<file path="src/rtl/blink_rtc.sv">
// Real-time clock: programmable tick prescaler, tick/second/minute cascade, masked interrupt status.
// Latency: register writes and reads take effect on the strobe edge; rtc_int is decoded from registers.
// Backpressure: none; single-cycle I/O strobes are always accepted.
module blink_rtc #(
    parameter int TICK_DIV      = 49152,
    parameter int TICKS_PER_SEC = 200,
    parameter int MIN_WIDTH     = 21
) (
    input  logic       mck,
    input  logic       rin_n,
    input  logic       rtc_rst,
    input  logic [7:0] io_addr,
    input  logic [7:0] io_wdata,
    input  logic       io_wr,
    input  logic       io_rd,
    output logic [7:0] io_rdata,
    output logic [2:0] tsta,
    output logic [2:0] tmk,
    output logic       rtc_int,
    output logic       tick
);

    localparam int PW = (TICK_DIV > 2) ? $clog2(TICK_DIV) : 1;
    localparam logic [PW-1:0] PRE_LAST = PW'(TICK_DIV - 1);
    localparam logic [7:0]    T0_LAST  = 8'(TICKS_PER_SEC - 1);

    localparam logic [7:0] A_TACK = 8'hB4;
    localparam logic [7:0] A_TMK  = 8'hB5;
    localparam logic [7:0] A_TIM0 = 8'hD0;
    localparam logic [7:0] A_SH1  = 8'hD1;
    localparam logic [7:0] A_SHM0 = 8'hD2;
    localparam logic [7:0] A_SHM1 = 8'hD3;
    localparam logic [7:0] A_SHM2 = 8'hD4;

    logic [PW-1:0]        pre_q,  pre_d;
    logic [7:0]           tim0_q, tim0_d;
    logic [5:0]           tim1_q, tim1_d;
    logic [MIN_WIDTH-1:0] timm_q, timm_d;
    logic [5:0]           sh1_q,  sh1_d;
    logic [MIN_WIDTH-1:0] shm_q,  shm_d;
    logic [2:0]           tsta_q, tsta_d;
    logic [2:0]           tmk_q,  tmk_d;
    logic [7:0]           rdata_q, rdata_d;
    logic                 tick_q;

    logic       wrap, sec_roll, min_roll, rd_tim0;
    logic [2:0] tack;
    logic [23:0] shm_ext;
    logic       unused_wdata;

    assign unused_wdata = ^io_wdata[7:3];
    assign shm_ext      = 24'(shm_q);

    always_comb begin
        wrap     = !rtc_rst && (pre_q == PRE_LAST);
        sec_roll = wrap && (tim0_q == T0_LAST);
        min_roll = sec_roll && (tim1_q == 6'd59);
        rd_tim0  = io_rd && (io_addr == A_TIM0);

        pre_d  = pre_q;
        tim0_d = tim0_q;
        tim1_d = tim1_q;
        timm_d = timm_q;
        sh1_d  = sh1_q;
        shm_d  = shm_q;
        if (rtc_rst) begin
            pre_d  = '0;
            tim0_d = '0;
            tim1_d = '0;
            timm_d = '0;
            sh1_d  = '0;
            shm_d  = '0;
        end else begin
            pre_d = wrap ? '0 : pre_q + 1'b1;
            if (sec_roll)  tim0_d = '0;
            else if (wrap) tim0_d = tim0_q + 8'd1;
            if (min_roll)      tim1_d = '0;
            else if (sec_roll) tim1_d = tim1_q + 6'd1;
            if (min_roll)  timm_d = timm_q + 1'b1;
            // Snapshot uses pre-edge counters so a read racing a wrap stays self-consistent
            if (rd_tim0) begin
                sh1_d = tim1_q;
                shm_d = timm_q;
            end
        end

        tack   = (io_wr && io_addr == A_TACK) ? io_wdata[2:0] : 3'b000;
        tsta_d = (tsta_q & ~tack) | {min_roll, sec_roll, wrap};
        tmk_d  = (io_wr && io_addr == A_TMK) ? io_wdata[2:0] : tmk_q;

        rdata_d = rdata_q;
        if (io_rd) begin
            case (io_addr)
                A_TMK:   rdata_d = {5'b0, tsta_q};
                A_TIM0:  rdata_d = tim0_q;
                A_SH1:   rdata_d = {2'b0, sh1_q};
                A_SHM0:  rdata_d = shm_ext[7:0];
                A_SHM1:  rdata_d = shm_ext[15:8];
                A_SHM2:  rdata_d = shm_ext[23:16];
                default: rdata_d = rdata_q;
            endcase
        end
    end

    always_ff @(posedge mck or negedge rin_n) begin
        if (!rin_n) begin
            pre_q   <= '0;
            tim0_q  <= '0;
            tim1_q  <= '0;
            timm_q  <= '0;
            sh1_q   <= '0;
            shm_q   <= '0;
            tsta_q  <= '0;
            tmk_q   <= '0;
            rdata_q <= '0;
            tick_q  <= 1'b0;
        end else begin
            pre_q   <= pre_d;
            tim0_q  <= tim0_d;
            tim1_q  <= tim1_d;
            timm_q  <= timm_d;
            sh1_q   <= sh1_d;
            shm_q   <= shm_d;
            tsta_q  <= tsta_d;
            tmk_q   <= tmk_d;
            rdata_q <= rdata_d;
            tick_q  <= wrap;
        end
    end

    assign io_rdata = rdata_q;
    assign tsta     = tsta_q;
    assign tmk      = tmk_q;
    assign tick     = tick_q;
    assign rtc_int  = |(tsta_q & tmk_q);

endmodule

</file>
<file path="config.mk">
export PLATFORM = sky130hd
export DESIGN_NAME = blink_rtc
export DESIGN_NICKNAME = d
export VERILOG_FILES = /design/src/rtl/blink_rtc.sv
export SDC_FILE = /design/constraint.sdc
export NUM_CORES = 1
export LEC_CHECK = 0
export ABC_CLOCK_PERIOD_IN_PS = 2700
export CORE_MARGIN = 10
export CORE_UTILIZATION = 60
export CTS_BUF_LIST = sky130_fd_sc_hd__clkbuf_4
export CTS_CLUSTER_SIZE = 12
export DETAILED_ROUTE_END_ITERATION = 10
export PLACE_DENSITY = 0.82
export SETUP_SLACK_MARGIN = 0.1
export SLEW_MARGIN = 20
export SYNTH_ARGS = -nofsm -noshare
export SYNTH_HDL_FRONTEND = slang
export SYNTH_SLANG_ARGS = --single-unit
</file>
<file path="constraint.sdc">
create_clock -name mck -period 2.7 [get_ports mck]
set_input_delay 0.54 -clock mck [delete_from_list [all_inputs] [get_ports mck]]
set_output_delay 0.54 -clock mck [all_outputs]
set_load 0.005 [all_outputs]
</file>
Word level (Yosys, flattened, before mapping) --
Index checks and enable logic that the tools add are counted.
Operators by class: add/sub/neg operators 4, eq/ne operators 10, muxes and demuxes 16, bitwise operators 4, reduce and logical (&&, ||, !) cells 14
Operators with widths (number):
- 21-bit two-way mux | 4
- 8-bit equality test (second input constant) | 8
- 8-bit case mux with 6 select lines | 1
- 16-bit two-way mux | 2
- 6-bit two-way mux | 5
- 8-bit two-way mux | 3
- 21-bit by 1-bit adder with 21-bit output (second input constant) | 1
- 16-bit by 1-bit adder with 16-bit output (second input constant) | 1
- 16-bit equality test (second input constant) | 1
- 8-bit by 1-bit adder with 8-bit output (second input constant) | 1
- 6-bit by 1-bit adder with 6-bit output (second input constant) | 1
- 3-bit AND | 2
- 6-bit equality test (second input constant) | 1
- 1-bit logical AND | 6
- 3-bit nonzero test | 2
- 6-bit nonzero test | 1
- 2-bit nonzero test | 2
- 3-bit two-way mux | 1
- 3-bit inverter | 1
- 3-bit bitwise OR | 1
- 3-bit OR reduction | 1
- 2-bit AND reduction | 1
- 1-bit zero test | 1
Word-level totals: register bits 93, output and inout bits 16, logic and storage cells 58

Logic depth before layout (Yosys ltp) --
Gate-level depths: netlist (run 1).
word-level depth 6, depth in mapped cells 7, mapped depth without buffers 6

Least setup slack after synthesis (run 1) --
Ideal clock, no wire load.
kind input-to-reg, from in rtc_rst, to reg timm_q[10], setup time 78 ps, arrival time 1995 ps, setup slack 627 ps, stages 5, path buffers 1, cells stage by stage or4_4 > or3_4 > buf_6 > or4_1 > a21oi_1
On the way: cells in the longest elaborated chain, start to end 5, elaborated cells between the ends (all ways) 6, those cells by class 1 x mux; 5 x reduce/logical
RTL lines:
- start: declaration | line 11 | input logic rtc_rst,
- 1-bit zero test | line 55 | wrap = !rtc_rst && (pre_q == PRE_LAST);
- 1-bit logical AND | line 55
- 1-bit logical AND | line 56 | sec_roll = wrap && (tim0_q == T0_LAST);
- 1-bit logical AND | line 57 | min_roll = sec_roll && (tim1_q == 6'd59);
- 2-bit nonzero test (no line)
- end signal: assignment | line 121 | timm_q <= timm_d;
- end: declaration | line 38 | logic [MIN_WIDTH-1:0] timm_q, timm_d;
Parallel ways exist; a longest one is shown, timed or not. A chain may end at the register's enable or synchronous reset.

Worst setup path after layout (run 1) --
from reg pre_q[0], to reg timm_q[16]
On the way: cells in the longest elaborated chain, start to end 5
RTL lines:
- start: declaration | line 35 | logic [PW-1:0] pre_q, pre_d;
- start signal: assignment | line 118 | pre_q <= pre_d;
- 16-bit equality test | line 55
- 1-bit logical AND | line 55
- 1-bit logical AND | line 56
- 1-bit logical AND | line 57
- 2-bit nonzero test (no line)
No other way between the ends.

==> results of run 1 <==
critical path, delay by kind of cell (launching register included):
family | cells | cell delay (ns)
AO/OA/AOI/OAI | 1 | 0.14
adder cells (fa/ha/maj) | 1 | 0.19
flip-flops | 1 | 0.42
AND/OR/NAND/NOR | 4 | 1.60
kinds of logic after synthesis:
logic type,synth area share
XOR/XNOR,0.0334
multiplexers,0.105
AO/OA/AOI/OAI,0.102
adder cells (fa/ha/maj),0.0106
AND/OR/NAND/NOR,0.224
buffers and inverters,0.0313
flip-flops,0.493
state kept, by name, indices dropped and copies added, names as in the netlist:
register	flops
shm_q	21
sh1_q	6
tim1_q	6
io_rdata	8
pre_q	16
tim0_q	8
tsta	3
timm_q	21
tmk	3
tick	1
stage by stage:
step / worst slack (ns) / instance area [sq um] / hold WS [ns] / instances
floorplan: 0.627 / 4720 / 0.244 / 468
finish: 0.274 / 5330 / 0.0283 / 609
global route: 0.124 / 5330 / 0.0585 / 609
global placement: 0.266 / 5160 / 0.464 / 593
detailed placement: 0.171 / 5160 / 0.469 / 593
CTS: 0.218 / 5320 / 0.0600 / 609
final cells by class:
type,instances,area (sq um),area share
Inverter,8,30.0,0.00563
Multi-Input combinational cell,346,2260,0.425
Clock buffer,9,67.6,0.0127
Clock inverter,7,90.1,0.0169
Tap cell,102,128,0.0239
Timing Repair Buffer,44,425,0.0798
Sequential cell,93,2330,0.437
power breakdown:
| part | internal (mW) | switching, mW | leakage, nW |
|---|---|---|---|
| logic | 0.0702 | 0.0859 | 0.840 |
| registers | 1.41 | 0.0117 | 1.29 |
| clock network | 0.371 | 0.475 | 0.0833 |
| total | 1.85 | 0.573 | 2.21 |
synthesized netlist by cell type, types with 4 or more instances:
cell | number | area, sq um
xor2_1 | 11 | 96.3
mux2i_1 | 31 | 310
clkbuf_1 | 13 | 48.8
nor3_1 | 5 | 25.0
dfrtp_1 | 93 | 2330
mux2_2 | 10 | 113
a21oi_1 | 28 | 140
xnor2_1 | 7 | 61.3
nand2_1 | 32 | 120
inv_1 | 8 | 30.0
nand4_1 | 13 | 81.3
nor2b_1 | 5 | 31.3
nand3_1 | 20 | 100
o21ai_0 | 32 | 160
or3_1 | 16 | 100
ha_1 | 4 | 50.1
nand4_2 | 4 | 50.1
o31ai_1 | 7 | 52.6
or4_1 | 9 | 67.6
nor2_1 | 64 | 240
path summary, 6_finish.rpt:
check | start | to | depth (start not counted) | slack, ns
min in group mck | io_rdata[2] | io_rdata[2] | 2 | 0.50
min | rin_n | tmk[2] | 1 | 0.03
max reg2reg | pre_q[0] | timm_q[16] | 6 | 0.27
max in group asynchronous | rin_n | tim0_q[1] | 2 | 2.01
min reg2reg | io_rdata[2] | io_rdata[2] | 2 | 0.50
max | pre_q[0] | timm_q[16] | 6 | 0.27
metal layers:
| metal | share of wire | global-route usage | routed length (um) | vias up |
|---|---|---|---|---|
| met2 | 0.50 | 0.305 | 5240 | 103 |
| li1 | - | - | - | 1766 |
| met4 | 0.021 | 0.0744 | 223 | 0 |
| met1 | 0.43 | 0.238 | 4540 | 1789 |
| met3 | 0.055 | 0.0378 | 586 | 19 |
| met5 | 0 | 0 | 0 | - |
==> impl_metrics.tcl, run 1 <==
set metrics [dict create \
    p_total_mw 2.42 \
    rsz0062_at_grt "false" \
    fin_skew_ns 0.0163 \
    drv_slew 0 \
    finalSetupViolations 0 \
    slowest_stage "or4_1" \
    final_nets 527 \
    syn_to_final_growth_pct 12.9 \
    htreeDepth 3 \
    most-common-layout-cells "93 x dfrtp_1, 64 x nor2_1, 32 x nand2_1, 32 x o21ai_0, 31 x mux2i_1" \
    critical_path_class "flip-flop to flip-flop" \
    vias 3677 \
    p_per_area_mw_per_mm2 454 \
    dp_hpwl_mm 7.53 \
    grt_max_degree 70 \
    period_needed_ns 2.43 \
    ant_nets 0 \
    utilization 0.694 \
    synthesis.nets 493 \
    mostFrequentLayoutCell "dfrtp_1" \
    cp.arrival_ns 2.82 \
    end_kind "flip-flop" \
    cts_made_buffers 9 \
    worst_pin_slew_ns 0.688 \
    yosysUniqueCellTypes 49 \
    grt_pass1_wl_mm 17.7 \
    n_fill_cell 595 \
    cap_violations 0 \
    p_leak_nw 2.21 \
    async_reset_ff_frac 1.00 \
    routed_wl_mm 10.6 \
    max_stage_delay_ns 0.58 \
    synthFlopType "dfrtp_1" \
    crit_path_max_fanout 10 \
    clock-sinks 93 \
    synth_area_per_cell_sq_um 10.1 \
    port_buffers 31 \
    cp.required_ns 3.09 \
    first_iter_violations 263 \
    cts_hold_buf 0 \
    synth_edf_count 0 \
    worstPathCellList "ha_1 > nand3_1 > nor3_4 > nand4_2 > or4_1 > a21oi_1" \
    antenna_found_initial 0 \
    grt-ovfl-total 0 \
    hold_violations 0 \
    start_util 0.614 \
    cts-resized-gates 0 \
    ys_warn_count 0 \
    ir_worst_vdd_v 0.000306 \
    first_pass_iters 4 \
    viasPerCell 6.04 \
    ctsRootBufferMaster "clkbuf_4" \
    diodes 0 \
    post_cts_buffers 0 \
    drc 0 \
    clkTransAtPathRegs_ns 0.14 \
    ios 37 \
    cts_tree "done" \
    wire_per_inst_um 17.4 \
    hold_class "primary input to async pin" \
    drive_gt1_frac 0.112 \
    yosys_register_bits 93 \
    fin_crit_sh 0.898 \
    die-area_sq_mm 0.0118 \
    yosysSeqAreaShare 0.493 \
    fp.dieH_um 109 \
    fmax_ghz 0.412 \
    first_global_vias 3542 \
    status "finished, final reports clean" \
    synthesis.instances 468 \
    synth_area_sq_mm 0.00472 \
    grtUsageTotal 0.186 \
    clock_path_buffers 2 \
    cp-start-kind "flip-flop" \
    gp_congestion 0.838 \
    slew_headroom 0.541 \
    worstSkewPairLatency_ns 0.46 \
    std_cell_rows 32 \
    chipWidth_um 109 \
    core_sq_mm 0.00769 \
    setup_tns_ns 0 \
]
Note: power is estimated with default switching activity, not from simulation.
==> run 2, diff against run 1 <==
CORE_ASPECT_RATIO = 1.5   (was not set)
==> run 2 against run 1 <==
Routed wire length rose by 2.8%. Worst setup slack improved by 0.018 ns. Sequential share of layout area rose by 0.10 points. Design area fell by 0.23%. Sequential power barely moved. Global-route usage rose by 0.56 points. Core utilization rose by 0.075 points. Die area rose by 0.62%. Critical path type unchanged.
==> impl_metrics.tcl, run 2 (synthesis results as in run 1) <==
set metrics [dict create \
    worstSkewPairLatency_ns 0.46 \
    dpl_worst_slack_ns 0.235 \
    core_sq_mm 0.00766 \
    busiest_layer "met2" \
    fin_crit_sh 0.892 \
    std_cell_rows 39 \
    setup_slack_ns 0.292 \
    worst_pin_slew_ns 0.695 \
    status "finished, final reports clean" \
    syn_to_final_growth_pct 12.7 \
    drc 0 \
    mostFrequentLayoutCell "dfrtp_1" \
    grt-ovfl-total 0 \
    slew_headroom 0.537 \
    cts_hold_buf 0 \
    drive_gt1_frac 0.111 \
    drv_slew 0 \
    hold_violations 0 \
    clock-sinks 93 \
    worstPathCellList "ha_1 > nand4_2 > nor4_2 > nand3_1 > buf_4 > or4_1 > a21oi_1" \
    p_per_area_mw_per_mm2 453 \
    setup_tns_ns 0 \
    routed_wl_mm 10.9 \
    crit_path_max_fanout 12 \
    met2_usage 0.321 \
    ctsRootBufferMaster "clkbuf_4" \
    vias 3675 \
    cp-start-kind "flip-flop" \
    end_kind "flip-flop" \
    ios 37 \
    first_global_vias 3696 \
    final_nets 527 \
    fmax_ghz 0.415 \
    dp_hpwl_mm 7.84 \
    max_stage_delay_ns 0.50 \
    cts_made_buffers 9 \
    use_met1 0.220 \
    clkTransAtPathRegs_ns 0.13 \
    p_leak_nw 2.21 \
    largestRegisters "shm_q: 21 flops, timm_q: 21 flops, pre_q: 16 flops" \
    finalSetupViolations 0 \
    grt_max_degree 70 \
    hold_class "primary input to async pin" \
    critical_path_class "flip-flop to flip-flop" \
    fin_skew_ns 0.0201 \
    cts_tree "done" \
    critical_path.top_delay_family "simple AND/OR/NAND/NOR gates" \
    clock_path_buffers 2 \
    antenna_found_initial 1 \
    grtUsageTotal 0.192 \
    die-area_sq_mm 0.0119 \
    rsz0062_at_grt "false" \
    cp.arrival_ns 2.79 \
    cp.required_ns 3.09 \
    slowest_stage "or4_1" \
    grt_pass1_wl_mm 18.3 \
    viasPerCell 6.03 \
    htreeDepth 3 \
    ant_nets 0 \
    start_util 0.616 \
    ir_worst_vdd_v 0.000273 \
    first_iter_violations 205 \
    chipWidth_um 92.4 \
    gp_congestion 0.809 \
    wire_per_inst_um 17.9 \
    fp.dieH_um 129 \
    port_buffers 31 \
    first_pass_iters 5 \
    grt_use_met3 0.0565 \
    cap_violations 0 \
    path_buf_inv 1 \
    most-common-layout-cells "93 x dfrtp_1, 64 x nor2_1, 32 x nand2_1, 32 x o21ai_0, 31 x mux2i_1" \
    period_needed_ns 2.41 \
]
==> run 2: what timing repair did <==
item	4_1_cts	5_1_grt
gates resized for setup	0	1
buffers inserted	0	0
endpoints found under the setup margin	0	15
==> run 2: worst register-to-register path: cells and delay by family (launching register included) <==
| kind | cells | cell delay (ns) |
|---|---|---|
| buffers and inverters | 1 | 0.21 |
| DFF | 1 | 0.47 |
| and+or+nand+nor | 4 | 1.27 |
| adders and majority gates | 1 | 0.26 |
| AOI/OAI and AO/OA | 1 | 0.15 |
==> run 2: per-layer routing <==
layer / vias to the layer above / routed length [um] / share of wire
li1: 1758 / - / -
met2: 100 / 5660 / 0.52
met4: 0 / 330 / 0.030
met1: 1791 / 4320 / 0.40
met3: 26 / 565 / 0.052
met5: - / 0 / 0
==> run 2: worst paths after layout <==
path                                   from          end  cells past startpoint  slack (ns)
min in group mck                io_rdata[1]  io_rdata[1]                      2        0.50
max in group asynchronous             rin_n    tim0_q[0]                      2        1.98
worst max register to register    tim0_q[0]    tim1_q[5]                      7        0.29
worst min register to register  io_rdata[1]  io_rdata[1]                      2        0.50
worst min-delay path                  rin_n       tmk[2]                      1        0.04
worst max-delay path              tim0_q[0]    tim1_q[5]                      7        0.29
==> run 2: layout make-up <==
class / instances / area, sq um
antenna: 1 / 2.50
clock buffer: 10 / 75.1
clock inverter: 5 / 76.3
fill: 587 / 2340
inverter: 8 / 30.0
multi-input combinational: 346 / 2250
sequential: 93 / 2330
tap: 102 / 128
timing repair buffer: 44 / 425
==> run 2: power by group <==
group	switching, mW	leakage (nW)	internal [mW]
logic	0.0866	0.838	0.0705
registers	0.0130	1.29	1.41
clock network	0.456	0.0799	0.377
total	0.555	2.21	1.86
==> run 2: through the flow <==
stage	hold WS [ns]	instances	total power, mW	cell area, sq um	utilization
finish	0.0426	609	2.41	5320	0.694
global route	0.0440	609	2.50	5320	0.694
CTS	0.0404	608	2.43	5310	0.694
detailed placement	0.475	593	1.61	5160	0.674
global placement	0.464	593	1.60	5160	0.674
floorplan	0.244	468	1.51	4720	-
==> run 3, diff against run 2 <==
ABC_CLOCK_PERIOD_IN_PS = not set   (was 2700)
CAP_MARGIN = 20   (was not set)
CORE_MARGIN = 2   (was 10)
==> run 3 against run 2 <==
Worst hold slack improved by 0.017 ns. Routed wire length decreased by 1.7%. Final cell count increased by 0.33%. Largest cell class unchanged.
==> impl_metrics.tcl, run 3 (synthesis results as in run 1) <==
set metrics [dict create \
    worstSkewPairLatency_ns 0.47 \
    mostFrequentLayoutCell "dfrtp_1" \
    ctsRootBufferMaster "clkbuf_4" \
    vias 3761 \
    status "finished, final reports clean" \
    grt_pass1_wl_mm 18.2 \
    p_leak_nw 2.21 \
    fin_skew_ns 0.0277 \
    largestRegisters "shm_q: 21 flops, timm_q: 21 flops, pre_q: 16 flops" \
    seqPwrFrac 0.627 \
    ios 37 \
    first_iter_violations 284 \
    cts_made_buffers 9 \
    cts_hold_buf 0 \
    clock-sinks 93 \
    htreeDepth 3 \
    die-area_sq_mm 0.00861 \
    clock_path_buffers 2 \
    p_int_mw 1.68 \
    dp_hpwl_mm 7.52 \
    first_global_vias 3759 \
    fp.dieH_um 113 \
    antenna_found_initial 0 \
    critical_path_class "flip-flop to flip-flop" \
    fmax_ghz 0.413 \
    fin_crit_sh 0.897 \
    hold_violations 0 \
    finalSetupViolations 0 \
    first_pass_iters 5 \
    drc 0 \
    viasPerCell 6.16 \
    switchingPower_mw 0.583 \
    cts_tree "done" \
    final_nets 529 \
    period_needed_ns 2.42 \
    cap_violations 0 \
    wire_per_inst_um 17.5 \
    chipWidth_um 76.4 \
    end_kind "flip-flop" \
    n_fill_cell 595 \
    power_frac_clock 0.305 \
    final_cells 611 \
    setup_tns_ns 0 \
    routed_wl_mm 10.7 \
    grtUsageTotal 0.266 \
    drv_slew 0 \
    syn_to_final_growth_pct 13.0 \
    ant_nets 0 \
    seq_area_sq_mm 0.00233 \
    std_cell_rows 39 \
    most-common-layout-cells "92 x dfrtp_1, 64 x nor2_1, 32 x nand2_1, 32 x o21ai_0, 31 x mux2i_1" \
    grt_max_degree 70 \
    slew_headroom 0.549 \
    grt-ovfl-total 0 \
    crit_path_max_fanout 12 \
    cp.required_ns 3.07 \
    p_comb_frac 0.069 \
    switching_share 0.257 \
    p_per_area_mw_per_mm2 425 \
    clkTransAtPathRegs_ns 0.16 \
    cp.arrival_ns 2.79 \
    multiInputGateArea_sq_mm 0.00228 \
    port_buffers 31 \
    hold_class "primary input to async pin" \
    gp_congestion 0.854 \
    ir_worst_vdd_v 0.000412 \
    start_util 0.620 \
    drive_gt1_frac 0.120 \
    cp-start-kind "flip-flop" \
    rsz0062_at_grt "false" \
    holdWs_ns 0.0596 \
    worst_pin_slew_ns 0.676 \
    diodes 0 \
    place_inst 592 \
    core_sq_mm 0.00761 \
]
-- run 3: cell types whose count changed in the layout (fill, tap and decap cells not counted), sizes merged --
cell,delta
buf,+2
clkinvlp,+1
clkinv,+2
bufinv,-2
diode,-1
-- run 3: critical path: stages (launching register included) --
cell,delay (ns)
dfrtp_1,0.44
ha_1,0.29
nand4_4,0.19
nor4_4,0.38
nand3_1,0.14
buf_4,0.20
or4_1,0.51
a21oi_1,0.17
-- run 3: metal layers --
layer | share of wire | vias to the layer above | GRT usage | wire, um
met5 | 0 | - | 0 | 0
met4 | 0.036 | 0 | 0.152 | 386
met3 | 0.035 | 25 | 0.0354 | 372
met2 | 0.53 | 113 | 0.455 | 5620
met1 | 0.40 | 1864 | 0.325 | 4320
li1 | - | 1759 | - | -
-- run 3: path summary, 6_finish.rpt --
kind	from	endpoint	slack, ns	depth (start not counted)
setup / recovery	tim0_q[1]	tim1_q[5]	0.28	7
setup reg to reg	tim0_q[1]	tim1_q[5]	0.28	7
max in group asynchronous	rin_n	tim0_q[0]	1.98	2
hold / removal	rin_n	timm_q[8]	0.06	1
min in group mck	pre_q[0]	pre_q[0]	0.50	1
hold reg to reg	pre_q[0]	pre_q[0]	0.50	1
-- run 3: repair_timing --
item                                    CTS  global route
endpoints found under the setup margin    0            17
setup buffers                             0             3
resized for setup                         0             5
-- run 3: metrics by stage --
step	worst slack [ns]	power [mW]	util	area (sq um)
after floorplan	0.627	1.51	-	4720
final	0.278	2.27	0.701	5330
after global routing	0.120	2.36	0.701	5330
after global placement	0.293	1.60	0.677	5150
after CTS	0.167	2.28	0.694	5280
after detailed placement	0.224	1.60	0.677	5150
-- run 3: layout make-up --
class,count,share of cell area
Tap cell,102,0.0239
Timing Repair Buffer,46,0.0826
Inverter,8,0.00563
Sequential cell,93,0.437
Clock buffer,10,0.0141
Multi-Input combinational cell,346,0.428
Clock inverter,6,0.00939
-- run 3: power by group through the flow --
stage | combinational (mW) | clock, mW | sequential [mW]
final | 0.156 | 0.691 | 1.42
after global routing | 0.174 | 0.758 | 1.42
after CTS | 0.157 | 0.703 | 1.42
after detailed placement | 0.157 | 0 | 1.45
after global placement | 0.152 | 0 | 1.45
after floorplan | 0.0608 | 0 | 1.45
==> RTL edit 1 (settings of run 1) <==
Register the inputs `io_addr`, `io_wdata`, `io_wr` and `io_rd` before use, without a reset. The logic sees them one clock later.
--- a/src/rtl/blink_rtc.sv
+++ b/src/rtl/blink_rtc.sv
@@ -32,6 +32,18 @@
     localparam logic [7:0] A_SHM1 = 8'hD3;
     localparam logic [7:0] A_SHM2 = 8'hD4;
 
+    logic [7:0] io_addr_q;
+    logic [7:0] io_wdata_q;
+    logic io_wr_q;
+    logic io_rd_q;
+
+    always_ff @(posedge mck) begin
+        io_addr_q  <= io_addr;
+        io_wdata_q <= io_wdata;
+        io_wr_q    <= io_wr;
+        io_rd_q    <= io_rd;
+    end
+
     logic [PW-1:0]        pre_q,  pre_d;
     logic [7:0]           tim0_q, tim0_d;
     logic [5:0]           tim1_q, tim1_d;
@@ -48,14 +60,14 @@
     logic [23:0] shm_ext;
     logic       unused_wdata;
 
-    assign unused_wdata = ^io_wdata[7:3];
+    assign unused_wdata = ^io_wdata_q[7:3];
     assign shm_ext      = 24'(shm_q);
 
     always_comb begin
         wrap     = !rtc_rst && (pre_q == PRE_LAST);
         sec_roll = wrap && (tim0_q == T0_LAST);
         min_roll = sec_roll && (tim1_q == 6'd59);
-        rd_tim0  = io_rd && (io_addr == A_TIM0);
+        rd_tim0  = io_rd_q && (io_addr_q == A_TIM0);
 
         pre_d  = pre_q;
         tim0_d = tim0_q;
@@ -84,13 +96,13 @@
             end
         end
 
-        tack   = (io_wr && io_addr == A_TACK) ? io_wdata[2:0] : 3'b000;
+        tack   = (io_wr_q && io_addr_q == A_TACK) ? io_wdata_q[2:0] : 3'b000;
         tsta_d = (tsta_q & ~tack) | {min_roll, sec_roll, wrap};
-        tmk_d  = (io_wr && io_addr == A_TMK) ? io_wdata[2:0] : tmk_q;
+        tmk_d  = (io_wr_q && io_addr_q == A_TMK) ? io_wdata_q[2:0] : tmk_q;
 
         rdata_d = rdata_q;
-        if (io_rd) begin
-            case (io_addr)
+        if (io_rd_q) begin
+            case (io_addr_q)
                 A_TMK:   rdata_d = {5'b0, tsta_q};
                 A_TIM0:  rdata_d = tim0_q;
                 A_SH1:   rdata_d = {2'b0, sh1_q};
Function: changed (a bounded check fails within 4 cycles, from zero or initial values).
==> RTL edit 1 against run 1 <==
Routed wire length increased by 11%; fmax decreased by 0.61%; area after synthesis increased by 8.5%; global-route usage decreased by 0.43 points; count of clock-buffer cells in the layout increased by 1; via count increased by 14%; largest cell class unchanged; power increased by 7.7%; first-iteration DRC count increased by 37%; critical endpoint is now timm_q[19]; setup slack got worse by 0.015 ns; final area increased by 5.9%; highest routed layer unchanged; sequential cell count increased by 13.
==> RTL edit 1: results (changes against run 1) <==
Final Skew 0.00962 ns (was 0.0163 ns); Max Cap Violations 0 (unchanged); GRT Util Overall 18.2% (was 18.6%); most frequent cells after synthesis dfrtp_1, nand2_1, a21oi_1 (was dfrtp_1, nor2_1, nand2_1, o21ai_0, mux2i_1); status completed (unchanged); vias per cell 6.32 (was 6.04); Crit Path Max Fanout 22 (was 10); initial antenna violation count 0 (unchanged); Vias 4186 (was 3677); drt wl/cell 17.8 µm (was 17.4 µm); met2 GRT Util 28.0% (was 30.5%); worst hold path type input pin to asynchronous set/reset pin (unchanged); ranking of synthesized cells by area dfrtp_1, nand2_1, dfxtp_1 (was dfrtp_1, mux2i_1, nor2_1); Cell variety after synth 52 (was 49); fin nets 577 (was 527); DR pass1 iterations 5 (was 4); Setup WS pre-CTS 0.232 ns (was 0.171 ns); share of layout cells above drive strength 1 11.3% (was 11.2%); H-tree depth 3 (unchanged); maximum clock path buffer count 2 (unchanged); Area after DPL 5500 µm² (was 5160 µm²); Filler cells 644 (was 595); GPL Wtd Cong 0.842 (was 0.838); Layout area overhead 10.2% (was 12.9%); largest net degree at the start of global routing 58 (was 70); cell count after placement 645 (was 593); initial DRC count 361 (was 263); metal3 WL 714 µm (was 586 µm); Synth Instances 532 (was 468); first-pass GRT wire length 19300 µm (was 17700 µm); Clock transition at path regs 0.15 ns; met1 GRT Util 25.1% (was 23.8%); vias in the first global route 3877 (was 3542); CP arrival 2.80 ns (was 2.82 ns); post-synthesis async set-or-reset flop share 87.7% (was 100%); Top Metal Used met4 (unchanged); CTS buffer count 9 (unchanged); maximum resistive drop on vdd 0.312 mV (was 0.306 mV); routing usage on met3 3.62% (was 3.78%); # resized after CTS 0 (unchanged); Met1 Routed Length 5220 µm (was 4540 µm); register area share after synthesis 50.5% (was 49.3%); Tightest Pin Transition 0.536 ns (was 0.688 ns); HPWL after DPL 8030 µm (was 7530 µm); ys flop type dfrtp_1 (unchanged); Leak Pwr 2.30 nW (was 2.21 nW)
RTL edit 1: cell types whose count changed after synthesis, sizes merged, moves of 13 or more:
cell,run 1,this run
a21oi,28,44
clkbuf,13,26
dfxtp,0,13
mux2i,31,4
nand2,32,82
nor2,64,29
RTL edit 1: logic make-up (layout without fill, tap and decap cells):
group	after synthesis	in the layout	share of synthesized area (%)
flops	106	106	50.5
simple gates	226	227	23.0
compound gates	110	110	13.2
buf+inv	48	72	3.91
xor+xnor	12	12	2.05
mux	26	26	6.28
fa+ha+maj	4	4	0.977
RTL edit 1: power by group:
group / switching [mW] / internal [mW] / total [mW]
Sequential: 0.0236 / 1.62 / 1.64
Combinational: 0.0960 / 0.0903 / 0.186
Clock: 0.497 / 0.286 / 0.782
Total: 0.616 / 1.99 / 2.61
RTL edit 1: area by class of cell:
cell class                      count  area (µm²)  share of cell area [%]
Clock buffer                       10        75.1                    1.33
Clock inverter                      6        57.6                    1.02
Inverter                           14        52.6                   0.931
Multi-Input combinational cell    379        2340                    41.5
Sequential cell                   106        2590                    45.8
Tap cell                          105         131                    2.33
Timing Repair Buffer               42         398                    7.05
RTL edit 1: final timing paths:
kind | slack, ns | end | start | cells past startpoint
worst min-delay path | 0.02 | io_rdata[1] | rin_n | 1
worst min register to register | 0.47 | tmk[1] | io_wdata_q[1] | 2
worst max-delay path | 0.26 | timm_q[19] | pre_q[0] | 5
min in group mck | 0.47 | tmk[1] | io_wdata_q[1] | 2
worst max register to register | 0.26 | timm_q[19] | pre_q[0] | 5
max in group asynchronous | 2.02 | timm_q[6] | rin_n | 2
RTL edit 1: critical path, cell delays in order, from the launching register on:
cell and delay, ns:
dfrtp_1 0.41, ha_1 0.21, nand3_1 0.19, or4_4 0.74, nor4_1 0.41, mux2_2 0.38
==> RTL edit 2 (config.mk and constraints of run 1) <==
Made on the original files. Set the parameter `TICK_DIV` to 98304 (it was 49152).
--- a/src/rtl/blink_rtc.sv
+++ b/src/rtl/blink_rtc.sv
@@ -2,7 +2,7 @@
 // Latency: register writes and reads take effect on the strobe edge; rtc_int is decoded from registers.
 // Backpressure: none; single-cycle I/O strobes are always accepted.
 module blink_rtc #(
-    parameter int TICK_DIV      = 49152,
+    parameter int TICK_DIV      = 98304,
     parameter int TICKS_PER_SEC = 200,
     parameter int MIN_WIDTH     = 21
 ) (
Check against the original RTL: same outputs for any inputs over 10 cycles, from zero or initial values; that may be too few to reach the edited logic, so the function may still have changed.
==> RTL edit 2 against run 1 <==
Sequential cell count grew 1; area after synthesis grew 1.4%; largest cell class unchanged; final area grew 1.9%; critical endpoint is now tim0_q[3]; power shrank 0.71%; cell count grew 3.4%; synthesized cell count grew 3.8%; clock power shrank 1%; setup slack lost 0.029 ns; highest routed layer unchanged; routed wire length grew 7.5%.
==> RTL edit 2: results (changes against run 1) <==
status completed (unchanged); Setup WS pre-CTS 0.138 ns (was 0.171 ns); register area share after synthesis 49.2% (was 49.3%); Layout area overhead 13.5% (was 12.9%); Routed WL 11400 µm (was 10600 µm); Clk pwr share 34.7% (was 34.9%); Root Driver clkbuf_4 (unchanged); Leak Pwr 2.50 nW (was 2.21 nW); Area after DPL 5270 µm² (was 5160 µm²); DR pass1 iterations 5 (was 4); R2R depth 7 (was 6); R2R Setup Slk 0.24 ns (was 0.27 ns); cell count after placement 615 (was 593); H-tree depth 3 (unchanged); crit path to tim0_q[3] (was timm_q[16]); share of layout cells above drive strength 1 10.0% (was 11.2%); fin nets 549 (was 527); Critical path origin pre_q[0] (unchanged); vias in the first global route 3784 (was 3542); Final Skew 0.0163 ns (about the same); biggest regs shm_q x21, timm_q x21, pre_q x17 (was shm_q x21, timm_q x21, pre_q x16); GPL Wtd Cong 0.878 (was 0.838); Synth Instances 486 (was 468); Clock transition at path regs 0.15 ns; CTS buffer count 9 (unchanged); ranking of synthesized cells by area dfrtp_1, mux2i_1, nor2_1 (unchanged); total nets after synthesis 511 (was 493); Crit Path Max Fanout 9 (was 10); sw frac 23.2% (was 23.6%); yosys warns 0 (unchanged); most frequent cells after synthesis dfrtp_1, nor2_1, nand2_1 (was dfrtp_1, nor2_1, nand2_1, o21ai_0, mux2i_1); Filler cells 566 (was 595); largest net degree at the start of global routing 65 (was 70); min Tclk post-route 2.46 ns (was 2.43 ns); maximum resistive drop on vdd 0.284 mV (was 0.306 mV); Flop+latch power 1.43 mW; vias per cell 6.15 (was 6.04); # diodes 0 (unchanged); first-pass GRT wire length 18700 µm (was 17700 µm); GRT Util Overall 19.6% (was 18.6%); initial DRC count 316 (was 263); Cell variety after synth 48 (was 49); clk_lat worst skew 0.43 ns (was 0.46 ns); relative slew slack 55.9% (was 54.1%); initial antenna violation count 0 (unchanged); power after layout 2.40 mW (was 2.42 mW); HPWL after DPL 8100 µm (was 7530 µm); final instance count without filler cells 630 (was 609); reg2reg start pre_q[0] (unchanged); IO buf count 31 (unchanged)
-- RTL edit 2: cell type report --
| class | count | share of cell area (%) |
|---|---|---|
| sequential | 94 | 43.3 |
| clock buffer | 9 | 1.24 |
| tap | 102 | 2.35 |
| timing repair buffer | 48 | 8.38 |
| multi-input combinational | 360 | 42.4 |
| clock inverter | 6 | 1.59 |
| inverter | 11 | 0.760 |
-- RTL edit 2: how the worst min path moves through the flow --
stage | from | slack, ns | to
floorplan | rin_n | 0.24 | io_rdata[0]
global route | rin_n | 0.04 | pre_q[3]
CTS | rin_n | 0.03 | pre_q[3]
detailed placement | io_rdata[3] | 0.47 | io_rdata[3]
global placement | io_rdata[6] | 0.47 | io_rdata[6]
finish | rin_n | 0.04 | pre_q[0]
-- RTL edit 2: per-layer routing --
metal / wire, µm / track usage, % / vias up
met5: 0 / 0 / -
met4: 195 / 7.34 / 0
met3: 651 / 3.69 / 19
met2: 5560 / 32.5 / 130
met1: 4980 / 25.1 / 1891
li1: - / - / 1833
-- RTL edit 2: cells by family after synthesis --
group | after synthesis | share of synthesized area (%)
compound gates | 82 | 10.5
buf+inv | 32 | 2.95
xor+xnor | 17 | 3.11
mux | 39 | 9.05
fa+ha+maj | 4 | 1.05
flops | 94 | 49.2
simple gates | 218 | 24.2
-- RTL edit 2: what timing repair did --
| item | in CTS | in global routing |
|---|---|---|
| setup endpoints to repair | 0 | 17 |
| resized for setup | 0 | 3 |
| hold buffers | 0 | 0 |
-- RTL edit 2: critical path, stage by stage, from the launching register on --
cell and delay, ns:
dfrtp_1 0.44, ha_1 0.23, and4_1 0.31, and4_2 0.40
buf_4 0.18, nand2_1 0.13, or4b_1 0.52, a21oi_1 0.15
